==> src/rtl/vector_divide_pkg.sv <==
// Shared definitions for the vector divide block: loader FSM encoding and the
// default sizing parameters used by the loader and the divider it feeds.
package vector_divide_pkg;

    localparam int DEF_RAM_SIZE = 10;   // 1024-word operand RAM
    localparam int DEF_NBITS    = 32;
    localparam int DEF_MAXN     = 256;  // must not exceed 2**(RAM_SIZE-1)

    typedef enum logic [2:0] {
        IDLE,
        LOAD,
        KICK,
        WAIT_BUSY,
        WAIT_DONE,
        FINISH
    } vl_state_e;

    // The loader takes operand words only while it is between vectors or mid-vector.
    function automatic logic accepts_words(input vl_state_e s);
        return (s == IDLE) || (s == LOAD);
    endfunction

endpackage

==> src/rtl/vector_loader.sv <==
// Streams X/Y operand pairs into the divider RAM, then starts the vector divider
// with the pair count and waits for it to finish.
module vector_loader
    import vector_divide_pkg::*;
#(
    parameter int RAM_SIZE = DEF_RAM_SIZE,
    parameter int NBITS    = DEF_NBITS,
    parameter int MAXN     = DEF_MAXN
) (
    input  logic                clock,
    input  logic                reset,
    input  logic                in_valid,
    input  logic [NBITS-1:0]    in_data,
    input  logic                in_last,
    output logic                in_ready,
    output logic [RAM_SIZE-1:0] Addr,
    output logic [NBITS-1:0]    Wdata,
    output logic                Wenable,
    output logic [RAM_SIZE-1:0] Ndata,
    output logic                startvd,
    input  logic                busyvd,
    output logic                done,
    output logic                err
);

    localparam logic [RAM_SIZE-1:0] MAXN_CNT = RAM_SIZE'(MAXN);
    localparam logic [RAM_SIZE-1:0] ONE      = RAM_SIZE'(1);

    vl_state_e           state_q,    state_d;
    logic [RAM_SIZE-1:0] word_cnt_q, word_cnt_d;
    logic [RAM_SIZE-1:0] pair_cnt_q, pair_cnt_d;
    logic [RAM_SIZE-1:0] addr_q,     addr_d;
    logic [NBITS-1:0]    wdata_q,    wdata_d;
    logic [RAM_SIZE-1:0] ndata_q,    ndata_d;
    logic                wenable_q,  wenable_d;
    logic                startvd_q,  startvd_d;
    logic                done_q,     done_d;
    logic                err_q,      err_d;
    logic                in_ready_q, in_ready_d;

    logic                accept;
    logic                is_y;
    logic [RAM_SIZE-1:0] word_idx;
    logic [RAM_SIZE-1:0] pair_base;
    logic [RAM_SIZE-1:0] pair_next;

    assign accept = in_valid && in_ready_q;

    always_comb begin
        // NOTE: every always_comb output gets a default first, so no path leaves a latch.
        state_d    = state_q;
        word_cnt_d = word_cnt_q;
        pair_cnt_d = pair_cnt_q;
        addr_d     = addr_q;
        wdata_d    = wdata_q;
        ndata_d    = ndata_q;
        err_d      = err_q;
        wenable_d  = 1'b0;

        // The first word of a vector restarts counting from zero.
        word_idx  = (state_q == IDLE) ? '0 : word_cnt_q;
        pair_base = (state_q == IDLE) ? '0 : pair_cnt_q;
        pair_next = pair_base + ONE;
        is_y      = word_idx[0];

        unique case (state_q)
            IDLE, LOAD: begin
                if (accept) begin
                    word_cnt_d = word_idx + ONE;
                    addr_d     = word_idx;
                    wdata_d    = in_data;
                    wenable_d  = 1'b1;
                    pair_cnt_d = is_y ? pair_next : pair_base;
                    if (state_q == IDLE) begin
                        err_d   = 1'b0;
                        ndata_d = '0;
                    end
                    if (in_last) begin
                        if (is_y) begin
                            state_d = KICK;
                        end else begin
                            // Unpaired trailing X is written but never counted.
                            err_d   = 1'b1;
                            state_d = (pair_base != '0) ? KICK : FINISH;
                        end
                    end else if (is_y && (pair_next == MAXN_CNT)) begin
                        err_d   = 1'b1;
                        state_d = KICK;
                    end else begin
                        state_d = LOAD;
                    end
                end
            end
            KICK:      state_d = WAIT_BUSY;
            WAIT_BUSY: if (busyvd)  state_d = WAIT_DONE;
            WAIT_DONE: if (!busyvd) state_d = FINISH;
            FINISH:    state_d = IDLE;
            default:   state_d = IDLE;
        endcase

        // Outputs are decoded from the next state so they line up with the state they belong to.
        if (state_d == KICK) begin
            ndata_d = pair_cnt_d;
        end
        startvd_d  = (state_d == KICK);
        done_d     = (state_d == FINISH);
        in_ready_d = accepts_words(state_d);
    end

    always_ff @(posedge clock) begin
        // NOTE: reset is synchronous, so it is tested inside the clocked block, not in the sensitivity list.
        if (!reset) begin
            state_q    <= IDLE;
            word_cnt_q <= '0;
            pair_cnt_q <= '0;
            addr_q     <= '0;
            wdata_q    <= '0;
            ndata_q    <= '0;
            wenable_q  <= 1'b0;
            startvd_q  <= 1'b0;
            done_q     <= 1'b0;
            err_q      <= 1'b0;
            in_ready_q <= 1'b0;
        end else begin
            // NOTE: non-blocking assignments keep every flop sampling pre-edge values.
            state_q    <= state_d;
            word_cnt_q <= word_cnt_d;
            pair_cnt_q <= pair_cnt_d;
            addr_q     <= addr_d;
            wdata_q    <= wdata_d;
            ndata_q    <= ndata_d;
            wenable_q  <= wenable_d;
            startvd_q  <= startvd_d;
            done_q     <= done_d;
            err_q      <= err_d;
            in_ready_q <= in_ready_d;
        end
    end

    assign in_ready = in_ready_q;
    assign Addr     = addr_q;
    assign Wdata    = wdata_q;
    assign Wenable  = wenable_q;
    assign Ndata    = ndata_q;
    assign startvd  = startvd_q;
    assign done     = done_q;
    assign err      = err_q;

endmodule

==> config.mk <==
export PLATFORM = sky130hd
export DESIGN_NAME = vector_loader
export DESIGN_NICKNAME = d
export VERILOG_FILES = /design/src/rtl/vector_divide_pkg.sv /design/src/rtl/vector_loader.sv
export SDC_FILE = /design/constraint.sdc
export NUM_CORES = 1
export LEC_CHECK = 0
export ABC_AREA = 1
export CAP_MARGIN = 10
export CORE_MARGIN = 1
export CORE_UTILIZATION = 45
export DETAILED_ROUTE_END_ITERATION = 8
export PLACE_DENSITY = 0.84
export SKIP_CTS_REPAIR_TIMING = 1
export SLEW_MARGIN = 25
export SYNTH_ARGS = -nofsm -noshare
export SYNTH_HDL_FRONTEND = slang
export SYNTH_SLANG_ARGS = --single-unit
==> constraint.sdc <==
create_clock -name clock -period 3.2 [get_ports clock]
set_input_delay 0.32 -clock clock [delete_from_list [all_inputs] [get_ports clock]]
set_output_delay 0.32 -clock clock [all_outputs]
set_load 0.005 [all_outputs]
# [Word-level counts from Yosys, hierarchy flattened]
# Index checks and enable logic that the tools add are counted.
[totals] romBits=0 mem_bits_rw=0 in_bits=37 output_inout_bits=57 latchBits=0 regBits=80 word_cells=56 memories=0
[op_classes] n_mux=22 shifts=0 order_cmp=0 n_addsub=2 reduce_logical=13 bitwise=0 multipliers=0 n_eq_ne=8 n_div=0
[ops] op="2-to-1 mux 10 bit" count=9
[ops] op="adder 10 x 1 -> 10 bit, second input constant" count=2
[ops] op="2-to-1 mux 3 bit" count=6
[ops] op="one-hot mux 3 bit (4 select lines)" count=1
[ops] op="equality test 10 x 9 -> 1 bit, second input constant" count=1
[ops] op="nonzero test 10 bit" count=1
[ops] op="equality test 3 x 2 -> 1 bit, second input constant" count=3
[ops] op="equality test 3 x 1 -> 1 bit, second input constant" count=2
[ops] op="equality test 3 bit, second input constant" count=2
[ops] op="logical NOT 3 bit" count=2
[ops] op="nonzero test 2 bit" count=3
[ops] op="2-to-1 mux 1 bit" count=5
[ops] op="AND reduction 2 bit" count=2
[ops] op="AND reduction 3 bit" count=1
[ops] op="logical AND 1 bit" count=2
[ops] op="2-to-1 mux 2 bit" count=1
[ops] op="OR reduction 2 bit" count=1
[ops] op="logical OR 1 bit" count=1

# [Logic depth before layout (Yosys ltp)]
# Gate-level depths: netlist of run 1.
[logic_depth] ltp_word=12 depth_mapped=20 ltp_nobuf=18

# [Least setup slack after synthesis of run 1]
# OpenSTA, ideal clock, no wires.
[synth_timing] path_kind="reg-to-reg" from="reg state_q[2]" to="reg ndata_q[2], in the netlist Ndata[2]" stages_incl_launch_ff=20 t_required_ns=3.087 period_less_slack_ns=2.447 n_path_buf=3 arrival_ns=2.334 setup_time_ns=0.113 slack_ns=0.753 cell_sequence="dfxtp_1 -> nor2_4 -> nand2_8 -> buf_12 -> buf_2 -> nand2_1 -> inv_1 -> ha_1 -> nand2_1 -> nor2_2 -> nand3_1 -> o21ai_1 -> nand2_1 -> nor2_1 -> nand3_2 -> nand2_2 -> nand3_4 -> buf_6 -> nand3b_1 -> nand2_1"
[synth_between] elab_chain_len=12 elab_cells_between_ends=29 classes_between="add/sub: 1; eq/ne: 6; mux: 14; reduce/logical: 8"
[synth_rtl] item="from (decl)" line="vector_loader.sv:29" text="vl_state_e state_q, state_d;"
[synth_rtl] item="from (signal assigned)" line="vector_loader.sv:126" text="state_q <= state_d;"
[synth_rtl] item="logical NOT 3 bit"
[synth_rtl] item="2-to-1 mux 10 bit" line="vector_loader.sv:62" text="pair_base = (state_q == IDLE) ? '0 : pair_cnt_q;"
[synth_rtl] item="adder 10 x 1 -> 10 bit" line="vector_loader.sv:63" text="pair_next = pair_base + ONE;"
[synth_rtl] item="equality test 10 x 9 -> 1 bit" line="vector_loader.sv:86" text="end else if (is_y && (pair_next == MAXN_CNT)) begin"
[synth_rtl] item="logical AND 1 bit" line="vector_loader.sv:86"
[synth_rtl] item="2-to-1 mux 2 bit" line="vector_loader.sv:86"
[synth_rtl] item="2-to-1 mux 3 bit" line="vector_loader.sv:78" text="if (in_last) begin"
[synth_rtl] item="2-to-1 mux 3 bit" line="vector_loader.sv:68" text="if (accept) begin"
[synth_rtl] item="one-hot mux 3 bit (4 select lines)" line="vector_loader.sv:66" text="unique case (state_q)"
[synth_rtl] item="equality test 3 x 2 -> 1 bit" line="vector_loader.sv:102" text="if (state_d == KICK) begin"
[synth_rtl] item="nonzero test 2 bit (no source line)"
[synth_rtl] item="AND reduction 3 bit (no source line)"
[synth_rtl] item="to (signal assigned)" line="vector_loader.sv:131" text="ndata_q <= ndata_d;"
[synth_rtl] item="to (decl)" line="vector_loader.sv:34" text="logic [RAM_SIZE-1:0] ndata_q, ndata_d;"
# Several ways; a longest one is shown, not always the timed one.
# A chain may end at the register's enable or synchronous reset.

# [Final worst setup path of run 1]
[layout_timing] from="reg state_q[0]" to="reg ndata_q[2], in the netlist Ndata[2]"
# The elaborated chain is that of the path after synthesis.

==> results of run 1 <==
[path summary, 6_finish.rpt]
| path | startpoint | end | slack [ns] |
|---|---|---|---|
| worst min register to register | Addr[3]$_SDFFE_PN0P_ | Addr[3]$_SDFFE_PN0P_ | 0.47 |
| worst max register to register | state_q[0]$_SDFF_PN0_ | Ndata[2]$_SDFFE_PN0P_ | 0.37 |
| worst max-delay path | state_q[0]$_SDFF_PN0_ | Ndata[2]$_SDFFE_PN0P_ | 0.37 |
| worst min-delay path | reset | Ndata[0]$_SDFFE_PN0P_ | 0.41 |
[layout make-up]
class | instances | share of cell area [%]
clock buffers | 12 | 3.473
inverters | 42 | 3.315
multi-input cells | 346 | 35.73
repair buffers | 96 | 19.94
well taps | 102 | 2.683
clock inverters | 4 | 1.184
flip-flops and latches | 80 | 33.68
[placed cells by master, fill, tap and decap left out, drive strengths merged, types with 8 or more instances in the layout]
cell,instances
clkdlybuf4s50,92
nor2,100
nand3b,10
inv,41
nor3,8
nand3,28
a21oi,23
nand2,94
o21ai,55
nand4,9
dfxtp,80
clkbuf,12
[worst reg2reg max path, stage by stage (launching register included)]
cell                      delay [ns]
sky130_fd_sc_hd__dfxtp_1        0.43
sky130_fd_sc_hd__inv_2          0.10
sky130_fd_sc_hd__nand2_8        0.21
sky130_fd_sc_hd__inv_2          0.14
sky130_fd_sc_hd__nor2_2         0.21
sky130_fd_sc_hd__ha_1           0.24
sky130_fd_sc_hd__nand2_1        0.12
sky130_fd_sc_hd__nor2_4         0.19
sky130_fd_sc_hd__nand3_1        0.10
sky130_fd_sc_hd__o21ai_1        0.08
sky130_fd_sc_hd__nand2_1        0.08
sky130_fd_sc_hd__nor2_1         0.16
sky130_fd_sc_hd__nand3_2        0.13
sky130_fd_sc_hd__nand2_2        0.12
sky130_fd_sc_hd__nand3_4        0.17
sky130_fd_sc_hd__inv_2          0.17
sky130_fd_sc_hd__nand2_1        0.07
sky130_fd_sc_hd__nand2_1        0.07
[registers in the layout, summed over array words and instances, names as in the netlist]
register / cells
Addr: 10
Ndata: 10
Wdata: 32
Wenable: 1
done: 1
err: 1
in_ready: 1
pair_cnt_q: 10
startvd: 1
state_q: 3
word_cnt_q: 10
[metrics by stage]
stage | worst slack, ns | std cells
floorplan | 0.7527 | 491
global route | 0.03011 | 682
detailed placement | 0.3970 | 666
finish | 0.3741 | 682
CTS | 0.3515 | 682
global placement | 0.4723 | 666
[where the power goes]
group	switching, W	leakage [nW]	total [W]	internal (W)
clock network	0.000389	0.114	0.000823	0.000434
registers	0.0000825	0.653	0.00121	0.00113
logic	0.000458	1.16	0.000789	0.000331
[layer usage]
metal	vias to the layer above	track usage (%)	routed length, µm
li1	1769	-	-
met1	1612	27.48	3871
met2	129	38.01	4157
met3	20	7.873	733
met4	0	8.862	203
met5	-	0	0
[cells by family (layout without fill, tap and decap cells)]
logic type,Yosys count,in the layout,synth area share [%]
AND/OR/NAND/NOR,251,251,32.42
buffers and inverters,65,154,7.622
adder cells (fa/ha/maj),4,4,1.405
flip-flops,80,80,44.96
AO/OA/AOI/OAI,91,91,13.59
==> flow_summary.html, run 1 <==
<table>
<tr><th>Metric</th><th>Value</th></tr>
<tr><th colspan="2">Logic synthesis</th></tr>
<tr><td>Gate count after technology mapping</td><td>491</td></tr>
<tr><td>Cell types with the largest area share after synthesis</td><td>sky130_fd_sc_hd__dfxtp_1 (45%), sky130_fd_sc_hd__nor2_1 (9.9%), sky130_fd_sc_hd__nand2_1 (9.1%)</td></tr>
<tr><td>Prevailing post-synth register cell</td><td>sky130_fd_sc_hd__dfxtp_1</td></tr>
<tr><td>Seq/Total Area, Yosys</td><td>44.96%</td></tr>
<tr><td>Yosys warning total</td><td>0</td></tr>
<tr><td>Top-count cell post-synth</td><td>sky130_fd_sc_hd__nor2_1</td></tr>
<tr><td>Synthesized netlist net count</td><td>532</td></tr>
<tr><td>Synth unique cells</td><td>37</td></tr>
<tr><td>Flip-flop and latch count after synthesis</td><td>80</td></tr>
<tr><td>Count of flip-flops with a built-in enable after synthesis</td><td>0</td></tr>
<tr><td>Async set-or-reset flop fraction in the synthesized netlist</td><td>0%</td></tr>
<tr><td>Synthesized area divided by synthesized cell count</td><td>7.255 µm²</td></tr>
<tr><td>Commonest cells in the netlist</td><td>sky130_fd_sc_hd__nor2_1 (94), sky130_fd_sc_hd__nand2_1 (86), sky130_fd_sc_hd__dfxtp_1 (80), sky130_fd_sc_hd__o21ai_0 (51), sky130_fd_sc_hd__inv_1 (32)</td></tr>
<tr><td>Synth area leader</td><td>sky130_fd_sc_hd__dfxtp_1</td></tr>
<tr><td>Area share of the leading cell type in the synthesized netlist</td><td>44.96%</td></tr>
<tr><td>Combined area of all synthesized cells</td><td>0.003562 mm²</td></tr>
<tr><th colspan="2">Routing</th></tr>
<tr><td>Drc violations</td><td>0</td></tr>
<tr><td>Number of vias per cell</td><td>5.176</td></tr>
<tr><td>Routed length per instance</td><td>13.15 µm</td></tr>
<tr><td>Overall routed net length</td><td>8.966 mm</td></tr>
<tr><td>Violation count after the first detailed-routing iteration</td><td>172</td></tr>
<tr><td>Number of iterations in the first detailed-routing pass</td><td>5</td></tr>
<tr><td>Vias after detailed routing</td><td>3,530</td></tr>
<tr><td>Remaining antenna violation count</td><td>0</td></tr>
<tr><th colspan="2">Die</th></tr>
<tr><td>Horiz. Die Dim</td><td>90.97 µm</td></tr>
<tr><td>Die area</td><td>0.008276 mm²</td></tr>
<tr><td>Rows</td><td>32</td></tr>
<tr><td>IO Count</td><td>94</td></tr>
<tr><td>Starting Density</td><td>46.34%</td></tr>
<tr><td>Core area</td><td>0.007687 mm²</td></tr>
<tr><td>Die height</td><td>90.97 µm</td></tr>
<tr><th colspan="2">STA</th></tr>
<tr><td>Worst Max-Slew Pin Slew</td><td>0.5575 ns</td></tr>
<tr><td>Clock period minus final worst setup slack</td><td>2.826 ns</td></tr>
<tr><td>Final Skew</td><td>0.008639 ns</td></tr>
<tr><td>Setup repair after global routing missed its margin</td><td>no</td></tr>
<tr><td>Number of endpoints with negative hold slack in the final report</td><td>0</td></tr>
<tr><td>Max_slew headroom</td><td>62.35%</td></tr>
<tr><td>Maximum clock rate</td><td>0.3539 GHz</td></tr>
<tr><td>Worst hold margin</td><td>0.4144 ns</td></tr>
<tr><td>Final TNS setup</td><td>0 ns</td></tr>
<tr><td>Period utilisation layout</td><td>88.31%</td></tr>
<tr><td>Count of final max-slew check failures</td><td>0</td></tr>
<tr><td># setup viols final</td><td>0</td></tr>
<tr><th colspan="2">Critical path</th></tr>
<tr><td>Critical path required time</td><td>3.50 ns</td></tr>
<tr><td>Critical path peak fanout</td><td>27</td></tr>
<tr><td>Most frequent cell on the critical path</td><td>sky130_fd_sc_hd__nand2_1</td></tr>
<tr><td>Endpoint type of the worst setup path</td><td>flip-flop</td></tr>
<tr><td>Stages on the worst setup path</td><td>17</td></tr>
<tr><td>Cell breakdown of the critical path</td><td>inv_2 &gt; nand2_8 &gt; inv_2 &gt; nor2_2 &gt; ha_1 &gt; nand2_1 &gt; nor2_4 &gt; nand3_1 &gt; o21ai_1 &gt; nand2_1 &gt; nor2_1 &gt; nand3_2 &gt; nand2_2 &gt; nand3_4 &gt; inv_2 &gt; nand2_1 &gt; nand2_1</td></tr>
<tr><td>Type of origin of the critical path</td><td>flip-flop</td></tr>
<tr><td>Worst r2r path cells</td><td>17</td></tr>
<tr><td>Data arrival time of the critical path</td><td>3.13 ns</td></tr>
<tr><td>Worst setup path category</td><td>flip-flop to flip-flop</td></tr>
<tr><td>Category of cells accounting for the largest share of critical-path delay</td><td>simple AND/OR/NAND/NOR gates</td></tr>
<tr><td>Crit path buffers/inverters</td><td>3</td></tr>
<tr><td>CP max stage delay</td><td>0.43 ns</td></tr>
<tr><td>Critical Path Slowest Stage Cell</td><td>sky130_fd_sc_hd__dfxtp_1</td></tr>
<tr><th colspan="2">Power and ir drop</th></tr>
<tr><td>Leak pwr</td><td>1.925 nW</td></tr>
<tr><td>Maximum vdd drop</td><td>0.3236 mV</td></tr>
<tr><td>PD cells</td><td>593.0 mW/mm²</td></tr>
<tr><td>Total power</td><td>0.002820 W</td></tr>
<tr><th colspan="2">Final layout</th></tr>
<tr><td>Sequential cell area</td><td>0.001602 mm²</td></tr>
<tr><td>Finished Cell Area</td><td>0.004756 mm²</td></tr>
<tr><td>Footprint of the multi-input gates</td><td>0.001699 mm²</td></tr>
<tr><td>Number of antenna repair diodes</td><td>0</td></tr>
<tr><td>Share of layout cells above drive strength 1</td><td>7.931%</td></tr>
<tr><td>Area Overhead vs Synth</td><td>33.51%</td></tr>
<tr><td>End-of-flow core utilization</td><td>61.87%</td></tr>
<tr><td>Nets</td><td>616</td></tr>
<tr><td>Fill count</td><td>693</td></tr>
<tr><th colspan="2">Clock network</th></tr>
<tr><td>Number of buffers on the longest clock path</td><td>2</td></tr>
<tr><td>Total clock buffers created by CTS</td><td>9</td></tr>
<tr><td>Clock slew seen by the registers of the worst setup and hold paths</td><td>0.09 ns</td></tr>
<tr><td>Clock latency of the later-clocked register in the worst-skew pair</td><td>0.35 ns</td></tr>
<tr><td># clock sinks</td><td>80</td></tr>
<tr><td>CTS H-tree lvls</td><td>3</td></tr>
<tr><td>Clock tree from TritonCTS</td><td>done</td></tr>
<tr><td>CTS root buffer</td><td>sky130_fd_sc_hd__clkbuf_8</td></tr>
<tr><th colspan="2">Global route</th></tr>
<tr><td>Final global-route overflow total</td><td>0</td></tr>
<tr><td>Aggregate global-route resource usage</td><td>22.99%</td></tr>
<tr><td>Via count of the first global-routing pass</td><td>3,414</td></tr>
<tr><td>Wire length of the first global-routing pass</td><td>15.63 mm</td></tr>
<tr><td>Antenna violations before repair</td><td>0</td></tr>
<tr><td>Largest net degree at the start of global routing</td><td>63</td></tr>
<tr><th colspan="2">Run status</th></tr>
<tr><td>Status</td><td>completed</td></tr>
<tr><th colspan="2">Place</th></tr>
<tr><td>Dpl hpwl</td><td>6.101 mm</td></tr>
<tr><td>Count of buffers inserted at the top-level ports</td><td>93</td></tr>
<tr><td>GPL Wtd Cong</td><td>0.8887</td></tr>
<tr><td>Placement Cell Area</td><td>0.004529 mm²</td></tr>
<tr><th colspan="2">Run</th></tr>
<tr><td>Max-cap check violation count</td><td>0</td></tr>
<tr><th colspan="2">Min path</th></tr>
<tr><td>WHS Path Cells</td><td>3</td></tr>
<tr><td>Worst hold path class</td><td>input port to flip-flop</td></tr>
</table>
No activity file was read; power rests on OpenSTA's default activity.
==> inputs of run 2 (changes only) <==
--- a/constraint.sdc
+++ b/constraint.sdc
@@ -3,2 +3,2 @@
 set_output_delay 0.32 -clock clock [all_outputs]
-set_load 0.005 [all_outputs]
+set_load 0.02 [all_outputs]
==> results of run 2 <==
Same layout as run 1 (identical final DEF). Status: completed.
Among the figures that moved: total power 0.002820 W -> 0.002934 W; worst IR drop on VDD 0.3236 mV -> 0.3419 mV
==> patch: new RTL, settings of run 2 <==
`DEF_NBITS`: 32 -> 64.
--- a/src/rtl/vector_divide_pkg.sv
+++ b/src/rtl/vector_divide_pkg.sv
@@ -4,5 +4,5 @@
 
     localparam int DEF_RAM_SIZE = 10;   // 1024-word operand RAM
-    localparam int DEF_NBITS    = 32;
+    localparam int DEF_NBITS    = 64;
     localparam int DEF_MAXN     = 256;  // must not exceed 2**(RAM_SIZE-1)
 
Interface: changed (resized Wdata and in_data); port bits go from 94 to 158. No check against the original RTL was run, so the function may have changed too.
==> patch against run 2 <==
  * Routed wire length grew 37%
  * Power increased by 30%
  * Worst setup slack better by 16 ps
  * Cell area grew 34%
  * Die area up 28%
  * Critical path depth did not move
  * Synthesized area grew 28%
  * Sequential cell count increased by 32
  * Non-clock buffer count grew 65
  * Critical path type unchanged
  * Largest power group unchanged
==> patch: results (changes against run 2) <==
outcome finished, final reports clean; clock slew at reported path FFs 110 ps (+20 ps); P_leak 2.60 nW (+35%); global-route wire length before repair 20000 µm (+28%); cell internal pwr 2.43 mW (+28%); clk tree area frac 0.0294 (-0.0172); Avg Cell Area, Syn 7.30 µm² (+0.56%); Hold WC Path Type reg -> reg; Filler cells 857 (+24%); DRT Pass-1 Iters 4 (-1); total track usage 0.240 (+0.0100); FF/Latch Area 2240 µm² (+40%); multi-input gates 441 (+27%); seq pwr 1.72 mW (+42%); DP HPWL 8590 µm (+41%); 1st-iter DRT viols 311 (+81%); Die Area 10600 µm² (+28%); largest net degree at the start of global routing 95 (+51%); Layout clock buffers 11 (-1); vias in the first global route 4377 (+28%); combinational share of power 0.335 (+0.027); WL met1 4930 µm (+27%); Multi-input gate area 2040 µm² (+20%); sequential fraction of the synthesis area 0.490 (+0.0406); Met2 Wirelength 6120 µm (+47%); bufs w/o clock 161 (+68%); Power Total 3.82 mW (+30%); routed vias 4586 (+30%); WL met3 1130 µm (+54%); Commonest cells post-synth nor2_1 (158), dfxtp_1 (112), nand2_1 (91); maximum vdd drop 0.000296 V (-13%); Largest register FFs 64 (+100%); Synth area leaders dfxtp_1 (49%), nor2_1 (13%), o21ai_0 (9.4%); seq_cells 112 (+40%); share of cells above drive strength 1 0.0519 (-0.0274); Post-Place Setup Slack 440 ps (+43.0 ps); Worst Tran Pin Value 832 ps (+274 ps); Worst-Skew Late Latency 370 ps (+20 ps)
-- patch: worst paths after layout --
check | startpoint | endpoint | slack [ps] | cells past startpoint
worst max-delay path | state_q[0] | Ndata[2] | 390 | 17
worst min-delay path | Addr[3] | Addr[3] | 480 | 2
worst max register to register | state_q[0] | Ndata[2] | 390 | 17
worst min register to register | Addr[3] | Addr[3] | 480 | 2
-- patch: kinds of logic (layout without fill, tap and decap cells) --
logic type,count (synthesis),in the layout,synth area share
AOI/OAI and AO/OA,123,123,0.140
adders and majority gates,4,4,0.0109
DFF,112,112,0.490
buffers and inverters,74,217,0.0643
and+or+nand+nor,314,314,0.295
-- patch: layer usage --
layer  vias up  global-route usage
li1       2298                   -
met1      2109               0.287
met2       164               0.410
met3        15              0.0814
met4         0              0.0661
met5         -                   0
-- patch: worst register-to-register path: cells and delay by family (launching register included) --
| kind | cells | cell delay [ps] |
|---|---|---|
| fa+ha+maj | 1 | 230 |
| buf+inv | 3 | 420 |
| flops | 1 | 430 |
| simple gates | 13 | 1670 |
